**src/rtl/alu_pkg.sv**
```systemverilog
// alu_pkg: shared constants for the ALU request arbiter.
//   DEF_DATA_W : default operand/result width (16)
//   OP_ADD..OP_SAR : ALU opcodes 0..7 as seen on op0/op1/alu_op
// Configuration macro: ALU_ARB_RR_EN (round-robin arbitration when defined).
package alu_pkg;

  localparam int DEF_DATA_W = 16;

  localparam logic [2:0] OP_ADD  = 3'd0;
  localparam logic [2:0] OP_SUB  = 3'd1;
  localparam logic [2:0] OP_SHR  = 3'd2;
  localparam logic [2:0] OP_SHL  = 3'd3;
  localparam logic [2:0] OP_NAND = 3'd4;
  localparam logic [2:0] OP_OR   = 3'd5;
  localparam logic [2:0] OP_DIR  = 3'd6;
  localparam logic [2:0] OP_SAR  = 3'd7;

endpackage

```
**src/rtl/alu_arb_pick.sv**
```systemverilog
// alu_arb_pick: two-input grant picker for the shared ALU.
// Ports:
//   req0, req1  : pending requests
//   last_grant  : index of the most recently granted requester
//   enable      : granting is permitted this cycle
//   gnt0, gnt1  : one-hot (or zero) grant, purely combinational
// Configuration macro: ALU_ARB_RR_EN
//   defined   -> on a tie, the requester that was not granted last wins
//   undefined -> requester 0 always wins; last_grant is ignored
module alu_arb_pick
  import alu_pkg::*;
(
  input  logic req0,
  input  logic req1,
  input  logic last_grant,
  input  logic enable,
  output logic gnt0,
  output logic gnt1
);

`ifndef ALU_ARB_RR_EN
  // Fixed priority never looks at the grant history.
  logic unused_last_grant_s;
  assign unused_last_grant_s = last_grant;
`endif

  // Pick at most one requester when granting is enabled.
  always_comb begin
    gnt0 = 1'b0;
    gnt1 = 1'b0;
    if (enable) begin
`ifdef ALU_ARB_RR_EN
      if (req0 && req1) begin
        // last_grant==1 means requester 1 went last, so requester 0 goes now.
        gnt0 = last_grant;
        gnt1 = ~last_grant;
      end else begin
        gnt0 = req0;
        gnt1 = req1;
      end
`else
      gnt0 = req0;
      gnt1 = req1 & ~req0;
`endif
    end else begin
      gnt0 = 1'b0;
      gnt1 = 1'b0;
    end
  end

endmodule

```
**src/rtl/alu_arbiter.sv**
```systemverilog
// alu_arbiter: shares one external combinational ALU between two requesters
// and holds each result in a one-entry response register with backpressure.
// Ports:
//   clk, rst            : clock, synchronous active-high reset
//   req0/op0/a0/b0      : requester 0 operation (held until granted)
//   req1/op1/a1/b1      : requester 1 operation (held until granted)
//   gnt0, gnt1          : combinational grant pulse, operands consumed that cycle
//   alu_a/alu_b/alu_op  : operands/opcode driven to the external ALU
//   alu_out             : combinational ALU result
//   rsp_valid/rsp_id/rsp_data/rsp_z : registered result, owner and zero flag
//   rsp_ready           : consumer accepts the held result this cycle
// Configuration macro: ALU_ARB_RR_EN (round-robin instead of fixed priority).
module alu_arbiter
  import alu_pkg::*;
#(
  parameter int DATA_W = DEF_DATA_W
) (
  input  logic              clk,
  input  logic              rst,
  input  logic              req0,
  input  logic [2:0]        op0,
  input  logic [DATA_W-1:0] a0,
  input  logic [DATA_W-1:0] b0,
  input  logic              req1,
  input  logic [2:0]        op1,
  input  logic [DATA_W-1:0] a1,
  input  logic [DATA_W-1:0] b1,
  output logic              gnt0,
  output logic              gnt1,
  output logic [DATA_W-1:0] alu_a,
  output logic [DATA_W-1:0] alu_b,
  output logic [2:0]        alu_op,
  input  logic [DATA_W-1:0] alu_out,
  output logic              rsp_valid,
  output logic              rsp_id,
  output logic [DATA_W-1:0] rsp_data,
  output logic              rsp_z,
  input  logic              rsp_ready
);

  localparam logic [0:0] ST_IDLE = 1'b0;
  localparam logic [0:0] ST_RESP = 1'b1;

  logic [0:0]        state_r;
  logic              rsp_id_r;
  logic [DATA_W-1:0] rsp_data_r;
  logic              rsp_z_r;
  logic              enable_s;
  logic              last_grant_s;
  logic              any_gnt_s;

  // A new grant is only possible when the response slot is free or being
  // drained this cycle; reset blocks grants so a held result is simply dropped.
  assign enable_s  = ~rst & ((state_r == ST_IDLE) | rsp_ready);
  assign any_gnt_s = gnt0 | gnt1;

  alu_arb_pick u_pick (
    .req0       (req0),
    .req1       (req1),
    .last_grant (last_grant_s),
    .enable     (enable_s),
    .gnt0       (gnt0),
    .gnt1       (gnt1)
  );

`ifdef ALU_ARB_RR_EN
  logic last_grant_r;

  // Remember who was granted most recently; starts at 1 so requester 0 wins the first tie.
  always_ff @(posedge clk) begin
    if (rst) begin
      last_grant_r <= 1'b1;
    end else if (any_gnt_s) begin
      last_grant_r <= gnt1;
    end else begin
      last_grant_r <= last_grant_r;
    end
  end

  assign last_grant_s = last_grant_r;
`else
  assign last_grant_s = 1'b0;
`endif

  // Operand mux toward the shared ALU; idle cycles present a harmless DIR of zero.
  always_comb begin
    alu_op = OP_DIR;
    alu_a  = {DATA_W{1'b0}};
    alu_b  = {DATA_W{1'b0}};
    if (gnt0) begin
      alu_op = op0;
      alu_a  = a0;
      alu_b  = b0;
    end else if (gnt1) begin
      alu_op = op1;
      alu_a  = a1;
      alu_b  = b1;
    end else begin
      alu_op = OP_DIR;
      alu_a  = {DATA_W{1'b0}};
      alu_b  = {DATA_W{1'b0}};
    end
  end

  // Response FSM: capture the ALU result on a grant, hold it under backpressure.
  always_ff @(posedge clk) begin
    if (rst) begin
      state_r    <= ST_IDLE;
      rsp_id_r   <= 1'b0;
      rsp_data_r <= {DATA_W{1'b0}};
      rsp_z_r    <= 1'b0;
    end else begin
      case (state_r)
        ST_IDLE: begin
          if (any_gnt_s) begin
            state_r    <= ST_RESP;
            rsp_id_r   <= gnt1;
            rsp_data_r <= alu_out;
            rsp_z_r    <= (alu_out == {DATA_W{1'b0}});
          end else begin
            state_r <= ST_IDLE;
          end
        end
        ST_RESP: begin
          if (any_gnt_s) begin
            // Consumer took the old result and a new one replaces it (back-to-back).
            state_r    <= ST_RESP;
            rsp_id_r   <= gnt1;
            rsp_data_r <= alu_out;
            rsp_z_r    <= (alu_out == {DATA_W{1'b0}});
          end else if (rsp_ready) begin
            state_r <= ST_IDLE;
          end else begin
            state_r <= ST_RESP;
          end
        end
        default: begin
          state_r <= ST_IDLE;
        end
      endcase
    end
  end

  assign rsp_valid = (state_r == ST_RESP);
  assign rsp_id    = rsp_id_r;
  assign rsp_data  = rsp_data_r;
  assign rsp_z     = rsp_z_r;

endmodule
```
**config.mk**
```make
export PLATFORM = sky130hd
export DESIGN_NAME = alu_arbiter
export DESIGN_NICKNAME = d
export VERILOG_FILES = /design/src/rtl/alu_pkg.sv /design/src/rtl/alu_arb_pick.sv /design/src/rtl/alu_arbiter.sv
export SDC_FILE = /design/constraint.sdc
export NUM_CORES = 1
export LEC_CHECK = 0
export CAP_MARGIN = 20
export CORE_AREA = 2 2 57 59
export DETAILED_ROUTE_END_ITERATION = 10
export DIE_AREA = 0 0 59 61
export DONT_BUFFER_PORTS = 1
export PLACE_DENSITY = 0.61
export SYNTH_ARGS = -nofsm -noshare
export SYNTH_HDL_FRONTEND = slang
export SYNTH_SLANG_ARGS = --single-unit
```
**constraint.sdc**
```tcl
create_clock -name clk -period 4.2 [get_ports clk]
set_input_delay 0.84 -clock clk [delete_from_list [all_inputs] [get_ports clk]]
set_output_delay 0.84 -clock clk [all_outputs]
set_load 0.01 [all_outputs]
```
# After elaboration in Yosys (flattened, before gate mapping)
# Index checks and enable logic that the tools add are counted.
# word_totals
reg_bits	19
latchBits	0
mem_bits_rw	0
rom_bits	0
input_bits	91
output_inout_bits	56
wordCells	27
n_memories	0
# classes
addsub	0
multipliers	0
div_mod_pow	0
order_cmp	0
eq_ne	0
shifts	0
mux	15
bitwise	7
n_reduce_logical	1
# op_table
operator	n
$mux 16	5
$logic_not 16->1	1
$mux 1	7
$mux 3	2
$not 1->1	3
$and 1x1->1	2
$or 1x1->1	2
$pmux 1 s2	1

# Longest topological paths before layout
# Gate-level depths: netlist (run 1).
# logic_depth
word_depth	7
ltp_mapped	6

# By module
# From an unflattened synthesis (run 1), not the netlist that was laid out.
# hier_totals
hier_cells	141
hier_area_um2	1193.6
# by_module_without_submodules
module	instances	cells_per_inst	area_each_um2	seq_area_each_um2
alu_arbiter	1	139	1177.4	380.4
alu_arb_pick	1	2	16.3	0.0

# Worst setup path before layout (run 1)
# Ideal clock, no wire load.
# synth_path
kind	input -> output
from	input port rst
to	output port alu_b[10]
arrival_ns	1.929
t_required_ns	3.360
slack_ns	1.431
path_stages	4
n_path_buf	2
path_cell_list	clkbuf_1 -> nor4b_4 -> buf_6 -> a22o_1
# synth_via
elab_chain_cells	5
elab_cells_between_ends	6
classes_between	4 x mux; 2 x bitwise
# synth_rtl
element	line_no	text
start: declaration	alu_arbiter.sv:19	input logic rst,
$not 1->1	alu_arbiter.sv:54	assign enable_s = ~rst & ((state_r == ST_IDLE) | rsp_ready);
$and 1x1->1	alu_arbiter.sv:54	
$mux 1	alu_arb_pick.sv:31	if (enable) begin
named net gnt1	alu_arbiter.sv:29	output logic gnt1,
$mux 16	alu_arbiter.sv:94	end else if (gnt1) begin
$mux 16	alu_arbiter.sv:90	if (gnt0) begin
end: declaration	alu_arbiter.sv:31	output logic [DATA_W-1:0] alu_b,
# The timed path passes the listed nets, and every way through them passes these cells.

# Final worst setup path (run 1)
# layout_path
from	input port rsp_ready
to	output port alu_b[15]
# layout_via
elab_cells_between_ends	6
classes_between	4 x mux; 2 x bitwise
# layout_rtl
element	line_no	text
start: declaration	alu_arbiter.sv:38	input logic rsp_ready
$or 1x1->1	alu_arbiter.sv:54	
$and 1x1->1	alu_arbiter.sv:54	
$mux 1	alu_arb_pick.sv:31	
named net gnt0	alu_arbiter.sv:28	output logic gnt0,
$mux 16	alu_arbiter.sv:90	
# The timed path passes the listed nets, and every way through them passes these cells.

==> run metrics, run 1 <==
Mapped Cells 142; register area share after synthesis 30.7%; setup violators final 0; initial antenna violation count 0; routed length on met3 521 µm; Final Hold Viols 0; Port Buffers 0; fill cell count 308; Max clock buf depth 2; layout cell share with drive strength beyond 1 7.75%; total core area 2950 µm²; CP Capture Type output port; die width 59 µm; Metal-1 WL 1650 µm; Post-Syn Area per Cell 8.73 µm²; GRT Resource Usage Total 22.6%; clock root buffer clkbuf_4; Clock Skew 11.7 ps; DRC 0; yosys warns 0; routed len/inst 27.0 µm; Place WS 891 ps; post-DP HPWL 3400 µm; Sw Ratio 31.8%; status finished, final reports clean; vias in the first global route 1108; clock transition at the registers of the reported paths 100 ps; CTS H-Tree Depth 1; synthesized area 1240 µm²; RSZ-0062 raised after global routing no; HP Class register to register; synth unique cells 22; number of synthesized register bits 19; CP Launch Point rsp_ready; Detail Route Antenna Nets 0; Clock Sinks 19; GPL Wtd Cong 0.951; Critical Path AT 2500 ps; relative max-transition margin 54.6%; met2 WL post-DR 2170 µm; drt initial violations 97; Fin Setup TNS 0 ps; area delta synth->final -2.32%; MaxCap Viol Count 0; Inst Count DP 157; io pins 147; clock network fraction of total power 24.8%; TritonCTS clock tree yes; TritonRoute pass-1 iters 4; Crit Path Category primary input to output port; cts bufs inserted 3; GRT overflow 0; first-pass GRT wire length 5880 µm; logic gate share of total power 21.0%; static leakage 0.447 nW; Synthesized Nets 233; VDD IR-drop max 0.152 mV; nets@finish 221; final setup margin 857 ps; post-CTS sizing 0; CP required 3360 ps; fin crit period 3340 ps; R2R depth 4; Rows 20; hold-fix buffers at CTS 0; R2R setup slack 2640 ps; final total power 373 µW; Diodes inserted 0; Non-Filler Instances 162; uppermost layer routed met4; die area 3600 µm²; Initial Util 42.0%; worst reg2reg path startpoint rsp_valid; largest net degree at the start of global routing 38; crit-path max FO 34; Fmax 299 MHz; Pins Over Slew Limit 0; setup bufs post-CTS 0; Post-DP Area 1180 µm²; Die H 61 µm; Design Area, Final 1210 µm²; Flop pwr share 54.2%; CP Capture Point alu_b[15]; Clk Latency, worst-skew pair 300 ps; reg2reg end rsp_id; cell-internal power 254 µW; Util after Layout 41.0%; Sw Pwr 118 µW; final worst path period share 79.6%; Worst Setup Start Kind primary input; PwrDens 308 nW/µm²; Routed WL 4370 µm; via/cell ratio 7.35; routed vias 1191; hold_ws 524 ps; worst-margin pin slew 681 ps
worst max-delay path, cell delays in order:
cell,delay [ps]
nand2b_1,520
nand3_1,280
inv_2,490
a22o_1,350
state kept, by name, indices dropped and copies added, names as in the netlist:
signal	cells
rsp_data	16
rsp_id	1
rsp_valid	1
rsp_z	1
cell usage after synthesis:
cell,instances,area [µm²]
clkbuf_1,6,22.5
buf_2,9,45.0
o211ai_1,1,7.51
nor2b_4,1,13.8
inv_2,1,3.75
o21ai_0,1,5.00
buf_6,4,45.0
a31o_1,1,8.76
or2_2,1,6.26
dfxtp_1,19,380
nor4_1,3,18.8
nand2b_1,1,6.26
nor3_1,1,5.00
inv_1,3,11.3
a21oi_1,17,85.1
nand4_1,18,113
nor4b_4,1,23.8
a22o_1,33,289
nor2_1,2,7.51
o31ai_1,16,120
nand3_1,1,5.00
a2bb2oi_1,2,17.5
metal layers:
metal | up-vias | track usage (%)
met2 | 81 | 38.4
met3 | 2 | 8.74
li1 | 548 | -
met4 | 0 | 6.82
met1 | 560 | 26.6
met5 | - | 0
how the worst min path moves through the flow:
stage                   end  slack, ps    startpoint  cells past startpoint
3_5_place_dp    rsp_data[9]        500   rsp_data[9]                      2
6_report        rsp_data[9]        520   rsp_data[9]                      2
2_1_floorplan   rsp_data[0]        490   rsp_data[0]                      2
3_3_place_gp    rsp_data[9]        500   rsp_data[9]                      2
5_1_grt        rsp_data[12]        550  rsp_data[12]                      2
4_1_cts         rsp_data[9]        520   rsp_data[9]                      2
area by class of cell:
class / instances / area, µm² / area share (%)
clock buffer: 3 / 22.5 / 1.86
clock inverter: 1 / 5.00 / 0.413
inverter: 4 / 15.0 / 1.24
multi-input combinational: 100 / 732 / 60.4
sequential: 19 / 380 / 31.4
tap: 33 / 41.3 / 3.41
timing repair buffer: 2 / 15.0 / 1.24
kinds of logic (layout without fill, tap and decap cells):
group	after synthesis	in the layout	synth area share, %
DFF	19	19	30.7
buffers and inverters	23	10	10.3
AOI/OAI and AO/OA	71	71	43.0
and+or+nand+nor	29	29	16.0
power groups by stage:
stage | clock, mW | sequential, mW | combinational [mW]
finish | 0.0924 | 0.202 | 0.0781
global route | 0.101 | 0.204 | 0.0848
CTS | 0.0974 | 0.202 | 0.0766
detailed placement | 0 | 0.206 | 0.0765
global placement | 0 | 0.206 | 0.0749
floorplan | 0 | 0.204 | 0.0762
cells in the final DEF (no fill, tap or decap):
master / instances
a21oi_1: 17
a22o_1: 33
a2bb2oi_1: 2
a31o_1: 1
buf_4: 2
clkbuf_4: 3
clkinv_2: 1
dfxtp_1: 19
inv_1: 3
inv_2: 1
nand2b_1: 1
nand3_1: 1
nand4_1: 18
nor2_1: 2
nor2b_4: 1
nor3_1: 1
nor4_1: 3
nor4b_4: 1
o211ai_1: 1
o21ai_0: 1
o31ai_1: 16
or2_2: 1
Note: power is estimated with default switching activity, not from simulation.
==> run 2: changes to the inputs <==
--- a/config.mk
+++ b/config.mk
@@ -10,7 +10,7 @@
 export DETAILED_ROUTE_END_ITERATION = 10
 export DIE_AREA = 0 0 59 61
 export DONT_BUFFER_PORTS = 1
-export PLACE_DENSITY = 0.61
+export PLACE_DENSITY = 0.63
 export SYNTH_ARGS = -nofsm -noshare
 export SYNTH_HDL_FRONTEND = slang
 export SYNTH_SLANG_ARGS = --single-unit
==> constraint.sdc (replaced) <==
create_clock -name clk -period 3 [get_ports clk]
set_input_delay 0.6 -clock clk [delete_from_list [all_inputs] [get_ports clk]]
set_output_delay 0.6 -clock clk [all_outputs]
set_load 0.01 [all_outputs]
==> run 2 against run 1 <==
Global-route usage decreased by 0.28 points. Design area increased by 2.5%. Clock skew decreased by 7.0 ps. Count of clock-buffer cells in the layout unchanged. Sequential cell count unchanged. Hold slack got worse by 180 ps. Register-to-register slack got worse by 960 ps. Total power increased by 43%. Setup slack got worse by 180 ps. Core utilization increased by 1.0 points. First-iteration DRC count decreased by 7.2%. Critical path type is now register to output port. Largest power group unchanged. Highest routed layer unchanged.
==> run metrics, run 2 (synthesized netlist as in run 1, its figures left out) <==
fin crit period 2330 ps; Flop pwr share 53.3%; Detail Route Antenna Nets 0; MaxCap Viol Count 0; PwrDens 429 nW/µm²; area of the multi-input gates 732 µm²; Port Buffers 0; largest net degree at the start of global routing 38; Diodes inserted 0; final setup margin 673 ps; post-CTS sizing 0; TritonRoute pass-1 iters 4; via/cell ratio 7.74; Fmax 430 MHz; worst-margin pin slew 532 ps; drt initial violations 90; total core area 2950 µm²; CP required 2400 ps; TritonCTS clock tree yes; hold-fix buffers at CTS 0; static leakage 0.466 nW; Fin Setup TNS 0 ps; min-delay src rst; Crit Path Category register to output port; routed vias 1285; Sw Ratio 32.4%; Clock Skew 4.70 ps; Die H 61 µm; vias in the first global route 1195; final total power 532 µW; setup bufs post-CTS 0; final worst path period share 77.6%; clock transition at the registers of the reported paths 110 ps; reg2reg end rsp_id; post-DP HPWL 3180 µm; Routed WL 4200 µm; HP Class primary input to register; fill cell count 285; hold_ws 341 ps; first-pass GRT wire length 5930 µm; Sw Pwr 172 µW; Place WS 828 ps; layout cell share with drive strength beyond 1 10.5%; CTS H-Tree Depth 1; commonest non-fill, non-tap cell in the layout a22o_1; relative max-transition margin 64.5%; GRT Resource Usage Total 22.4%; Pins Over Slew Limit 0; R2R depth 4; max reg flops 16; most frequent cells in the layout a22o_1, dfxtp_1, nand4_1; CP Capture Type output port; nets@finish 225; RSZ-0062 raised after global routing no; clock root buffer clkbuf_4; worst reg2reg path startpoint rsp_valid; cts bufs inserted 3; GRT overflow 0; logic gate share of total power 21.3%; Clk Latency, worst-skew pair 310 ps; DRC 0; Rows 20; status finished, final reports clean; GPL Wtd Cong 0.821; clock network fraction of total power 25.4%; setup violators final 0; VDD IR-drop max 0.212 mV; Worst Hold Path Cells 1; Initial Util 42.0%; Final Hold Viols 0; initial antenna violation count 0; die area 3600 µm²; Clock Sinks 19; Critical Path AT 1730 ps; area delta synth->final 0.101%; die width 59 µm; routed len/inst 25.3 µm; io pins 147; Max clock buf depth 2; FF/Latch Area 380 µm²; cell-internal power 360 µW; worst hold path endpoint rsp_data[12]; Worst Setup Start Kind register; crit-path max FO 37; R2R setup slack 1680 ps
[run 2: per-stage QoR]
| stage | cell area (µm²) | instances | util [%] |
|---|---|---|---|
| final | 1240 | 166 | 42.0 |
| after detailed placement | 1210 | 162 | 41.1 |
| after global routing | 1240 | 166 | 42.0 |
| after floorplan | 1240 | 142 | - |
| after CTS | 1240 | 166 | 42.0 |
| after global placement | 1210 | 162 | 41.1 |
[run 2: cell type report]
type                    count  share of cell area, %
clock buffers               3                   1.81
clock inverters             1                  0.403
inverters                   4                   1.21
multi-input cells         100                   59.0
flip-flops and latches     19                   30.6
well taps                  33                   3.33
repair buffers              6                   3.63
[run 2: routing by layer]
| metal | GRT usage [%] | up-vias | routed length [µm] |
|---|---|---|---|
| met4 | 6.17 | 0 | 40 |
| met1 | 26.8 | 614 | 1560 |
| li1 | - | 555 | - |
| met2 | 36.3 | 108 | 2020 |
| met5 | 0 | - | 0 |
| met3 | 10.2 | 8 | 589 |
[run 2: worst max-delay path by stage]
stage / endpoint / slack [ps] / startpoint / cells after the start
finish: alu_b[15] / 670 / rsp_valid / 4
global route: alu_op[0] / 570 / rsp_valid / 4
CTS: alu_op[0] / 690 / rsp_valid / 4
detailed placement: alu_op[0] / 830 / rsp_ready / 4
global placement: alu_op[0] / 860 / rsp_ready / 4
floorplan: alu_b[10] / 710 / rst / 4
[run 2: critical path, stage by stage, from the launching register on]
cell and delay, ps:
dfxtp_1 370, nor2b_4 150, nor4b_4 200, buf_4 380
a22o_1 290
[run 2: power by group through the flow]
stage	clock network, mW	logic, mW	registers [mW]
after CTS	0.137	0.112	0.284
after floorplan	0	0.107	0.285
after global placement	0	0.110	0.289
after global routing	0.143	0.124	0.286
final	0.135	0.113	0.284
after detailed placement	0	0.111	0.289
